$ cat src/rtl/mult_pkg.sv
// Shared encodings for the 8x8 sequential multiplier: controller state codes,
// shifter selects and nibble-pair selects used by controller, datapath and display.
package mult_pkg;

    typedef enum logic [2:0] {
        ST_IDLE      = 3'd0,
        ST_LSB       = 3'd1,
        ST_MID       = 3'd2,
        ST_MSB       = 3'd3,
        ST_CALC_DONE = 3'd4,
        ST_ERR       = 3'd5
    } state_e;

    localparam logic [1:0] SHIFT_0 = 2'b00;
    localparam logic [1:0] SHIFT_4 = 2'b01;
    localparam logic [1:0] SHIFT_8 = 2'b10;

    // {a_sel, b_sel}: 0 picks the low nibble, 1 the high nibble
    localparam logic [1:0] SEL_LL = 2'b00;
    localparam logic [1:0] SEL_LH = 2'b01;
    localparam logic [1:0] SEL_HL = 2'b10;
    localparam logic [1:0] SEL_HH = 2'b11;

    function automatic logic is_busy(input state_e s);
        return (s == ST_LSB) || (s == ST_MID) || (s == ST_MSB);
    endfunction

endpackage

$ cat src/rtl/mult_slice_cnt.sv
// Slice counter for the multiplier controller: counts partial products,
// synchronous clear has priority over enable.
module mult_slice_cnt #(
    parameter int CNT_W = 2
) (
    input  logic             clk,
    input  logic             clr,
    input  logic             ena,
    output logic [CNT_W-1:0] count
);

    logic [CNT_W-1:0] count_d;
    logic [CNT_W-1:0] count_q;

    always_comb begin
        count_d = count_q;
        if (clr) begin
            count_d = '0;
        end else if (ena) begin
            count_d = count_q + 1'b1;
        end
    end

    always_ff @(posedge clk) begin
        count_q <= count_d;
    end

    assign count = count_q;

endmodule

$ cat src/rtl/mult_sequencer.sv
// Control FSM for the 8x8 sequential multiplier: clears the accumulator on start,
// then steps four nibble partial products through the shifter into it.
module mult_sequencer
    import mult_pkg::*;
#(
    parameter int NSLICE = 4,
    parameter int CNT_W  = 2
) (
    input  logic       clk,
    input  logic       sclr,
    input  logic       start,
    output logic [1:0] input_sel,
    output logic [1:0] shift_sel,
    output logic       acc_clk_ena,
    output logic       acc_sclr_n,
    output logic       done,
    output logic       err,
    output logic [2:0] state_out
);

    state_e           state_d;
    state_e           state_q;
    logic [CNT_W-1:0] count;
    logic             busy;
    logic             cnt_clr;
    logic             cnt_ena;

    assign busy    = is_busy(state_q);
    assign cnt_ena = busy;
    // A start while busy aborts into ERR, so the counter must restart from zero.
    assign cnt_clr = sclr || start || !busy;

    mult_slice_cnt #(
        .CNT_W(CNT_W)
    ) u_slice_cnt (
        .clk  (clk),
        .clr  (cnt_clr),
        .ena  (cnt_ena),
        .count(count)
    );

    always_comb begin
        state_d = state_q;
        case (state_q)
            ST_IDLE:      state_d = start ? ST_LSB : ST_IDLE;
            ST_LSB:       state_d = start ? ST_ERR : ST_MID;
            ST_MID: begin
                if (start) begin
                    state_d = ST_ERR;
                end else if (count == CNT_W'(NSLICE - 2)) begin
                    state_d = ST_MSB;
                end
            end
            ST_MSB:       state_d = start ? ST_ERR : ST_CALC_DONE;
            ST_CALC_DONE: state_d = start ? ST_LSB : ST_CALC_DONE;
            ST_ERR:       state_d = start ? ST_ERR : ST_IDLE;
            default:      state_d = ST_IDLE;
        endcase
    end

    always_ff @(posedge clk) begin
        if (sclr) begin
            state_q <= ST_IDLE;
        end else begin
            state_q <= state_d;
        end
    end

    // IDLE and CALC_DONE clear the accumulator in the same cycle start is seen,
    // so the first partial product lands on a zeroed register.
    always_comb begin
        input_sel   = SEL_LL;
        shift_sel   = SHIFT_0;
        acc_clk_ena = 1'b0;
        acc_sclr_n  = 1'b1;
        done        = 1'b0;
        err         = 1'b0;
        if (sclr) begin
            acc_clk_ena = 1'b1;
            acc_sclr_n  = 1'b0;
        end else begin
            case (state_q)
                ST_IDLE: begin
                    acc_clk_ena = start;
                    acc_sclr_n  = !start;
                end
                ST_LSB: begin
                    acc_clk_ena = 1'b1;
                end
                ST_MID: begin
                    input_sel   = (count == CNT_W'(1)) ? SEL_LH : SEL_HL;
                    shift_sel   = SHIFT_4;
                    acc_clk_ena = 1'b1;
                end
                ST_MSB: begin
                    input_sel   = SEL_HH;
                    shift_sel   = SHIFT_8;
                    acc_clk_ena = 1'b1;
                end
                ST_CALC_DONE: begin
                    done        = 1'b1;
                    acc_clk_ena = start;
                    acc_sclr_n  = !start;
                end
                ST_ERR: begin
                    err = 1'b1;
                end
                default: begin
                    input_sel = SEL_LL;
                end
            endcase
        end
    end

    assign state_out = 3'(state_q);

endmodule

$ cat config.mk
export PLATFORM = sky130hd
export DESIGN_NAME = mult_sequencer
export DESIGN_NICKNAME = d
export VERILOG_FILES = /design/src/rtl/mult_pkg.sv /design/src/rtl/mult_slice_cnt.sv /design/src/rtl/mult_sequencer.sv
export SDC_FILE = /design/constraint.sdc
export NUM_CORES = 1
export LEC_CHECK = 0
export CAP_MARGIN = 20
export CORE_AREA = 2 2 39 41
export CTS_BUF_LIST = sky130_fd_sc_hd__clkbuf_4
export DETAILED_ROUTE_END_ITERATION = 12
export DIE_AREA = 0 0 41 43
export SKIP_CTS_REPAIR_TIMING = 1
export SLEW_MARGIN = 10
export SYNTH_ARGS = -nofsm -noshare
export SYNTH_HDL_FRONTEND = slang
export SYNTH_SLANG_ARGS = --single-unit
$ cat constraint.sdc
create_clock -name clk -period 1.2 [get_ports clk]
set_clock_uncertainty 0.1 [all_clocks]
set_input_delay 0.24 -clock clk [delete_from_list [all_inputs] [get_ports clk]]
set_output_delay 0.24 -clock clk [all_outputs]
set_load 0.01 [all_outputs]
==> flow_metrics.tcl <==
set metrics [dict create \
    synthArstFlopShare_pct 0 \
    yosysWarnings 0 \
    finalHoldViolations 0 \
    die-area_sq_um 1760 \
    die_w_um 41 \
    drc 0 \
    synth_area_per_cell_sq_um 8.50 \
    ant_nets 0 \
    tns_ns -1.69 \
    synthAdderAreaFrac_pct 7.75 \
    portBuffers 13 \
    viasPerCell 4.47 \
    rsz0062_at_grt "true" \
    synth_cells 38 \
    drtPass1Iterations 2 \
    fmax_ghz 0.719 \
    root_buffer "clkbuf_4" \
    ios 14 \
    finalSetupViolCount 12 \
    fin_crit_ns 1.39 \
    synth-xor-area-share_pct 2.71 \
    antenna_found_initial 0 \
    grt-ovfl-total 0 \
    wl_per_cell_um 10.5 \
    synth_edf_count 0 \
    layout.nets 73 \
    vias 371 \
    grt_pass1_vias 283 \
    holdCritPathClass "in2reg" \
    worstPathArrival_ns 1.05 \
    cp_max_fo 5 \
    worstMarginPinSlew_ns 0.205 \
    synth_compound_area_share_pct 12.4 \
    failed_checks "negative setup slack" \
    finalCritPeriodShare_pct 116 \
    yosysSeqAreaShare_pct 31.0 \
    dp_hpwl_um 577 \
    synth_top_family_by_area "simple AND/OR/NAND/NOR gates" \
    cts_buffer_depth 2 \
    critPathRequiredTime_ns 0.86 \
    grt_pass1_wl_um 1190 \
    p_leak_nw 0.301 \
    drt_iter0_drc 1 \
    start_util_pct 23.3 \
    status "complete, but fails checks" \
    power_density_nw_per_um2 820 \
    worstSetupStartpointType "flop" \
    max-vdd-ir-drop_v 0.000340 \
    fin_area_sq_um 648 \
    synth.cell_area_sq_um 323 \
    postPlaceCellArea_sq_um 547 \
    numCtsBuffers 3 \
    gp_congestion 0.740 \
    cts_tree "yes" \
    synth_top_flop_cell "dfxtp_1" \
    ys_ff_latch 5 \
    grt_start_max_net_pins 8 \
    clock_sinks 5 \
    grt_use_total_pct 10.8 \
    power_mw 0.532 \
    clkTransAtPathRegs_ns 0.04 \
    n_antenna_cell 0 \
    slew_viol_final 0 \
    syn_nets 43 \
    critPathCaptureType "output port" \
    core.rowCount 14 \
    fin_ws_ns -0.191 \
    wirelength_um 871 \
    die_h_um 43 \
    synthMuxAreaShare_pct 0 \
    syn_to_final_growth_pct 101 \
    drive_above_1_share_pct 71.6 \
    synth-simple-area-share_pct 33.3 \
    crit_type "reg2out" \
    maxCapViolCount 0 \
    insertion_delay_ns 0.24 \
    htree_num_levels 1 \
    slew_headroom_pct 86.3 \
    yosysUniqueCellTypes 22 \
    core_area_sq_um 1380 \
]
-- state kept, by name, indices dropped and copies added, names as in the netlist --
| name | count |
|---|---|
| u_slice_cnt.count | 2 |
| state_out | 3 |
-- cell usage after synthesis (2+ instances only) --
cell type	n	area share (%)
dfxtp_1	5	31
nand2_1	2	2.3
a31oi_1	2	3.9
nor2_1	7	8.1
a21oi_1	2	3.1
ha_1	2	7.8
inv_1	2	2.3
buf_6	2	7.0
-- kinds of logic (layout without fill, tap and decap cells) --
logic type,Yosys count,after routing
fa+ha+maj,2,2
flops,5,5
xor+xnor,1,1
compound gates,7,7
simple gates,17,17
buf+inv,6,35
-- layout make-up --
class	count	area [sq um]
fillers	150	736
multi-input cells	27	246
repair buffers	28	224
flip-flops and latches	5	114
clock buffers	4	30.0
well taps	16	20.0
inverters	3	13.8
-- final timing paths --
| check | from | endpoint | slack, ns | depth (start not counted) |
|---|---|---|---|---|
| setup / recovery | state_out[1] | acc_clk_ena | -0.19 | 4 |
| hold / removal | start | state_out[1] | 0.28 | 3 |
| setup reg to reg | state_out[1] | u_slice_cnt.count[0] | -0.17 | 4 |
| hold reg to reg | u_slice_cnt.count[1] | u_slice_cnt.count[1] | 0.41 | 2 |
-- power breakdown --
part	total, mW	switching (mW)	leakage, nW	internal [mW]
Sequential	0.183	0.0123	0.0439	0.171
Combinational	0.134	0.0578	0.239	0.0757
Clock	0.215	0.0670	0.0184	0.148
-- worst max-delay path: stages (launching register included) --
cell and delay [ns]:
dfxtp_4 0.40, nor2_4 0.06, a21oi_2 0.13, o21ai_1 0.08, buf_2 0.14
-- layer usage --
layer	vias up	part of all wire (%)	global-route usage [%]
li1	189	-	-
met1	170	41	11.6
met2	12	52	13.8
met3	0	6.7	7.85
met4	0	0	8.00
met5	-	0	0
-- layout by cell type, fill, tap and decap left out --
master	n
ha_4	1
buf_6	7
nand2_4	1
inv_4	1
nor2_2	1
nor4b_2	1
a31oi_1	1
nor4b_4	1
a31oi_4	1
dfxtp_4	3
and2b_1	1
nor2_1	6
inv_2	1
ha_1	1
o21ai_1	2
buf_2	8
or4_4	1
clkbuf_2	1
nor4_1	1
nand2_1	1
a211oi_2	1
nand3b_1	1
dfxtp_2	2
xnor2_1	1
buf_4	10
nor2_4	1
a21oi_2	2
dlymetal6s2s_1	2
nor2b_1	1
clkbuf_4	4
inv_1	1
-- metrics by stage --
stage,hold slack (ns),util (%),std cells,worst slack (ns)
after floorplan,0.209,-,38,0.00697
after global placement,0.400,39.5,75,-0.756
after detailed placement,0.407,39.5,75,-0.814
after CTS,0.414,41.7,79,-0.823
after global routing,0.300,46.8,83,-0.274
final,0.277,46.8,83,-0.191
Note: power is estimated with default switching activity, not from simulation.
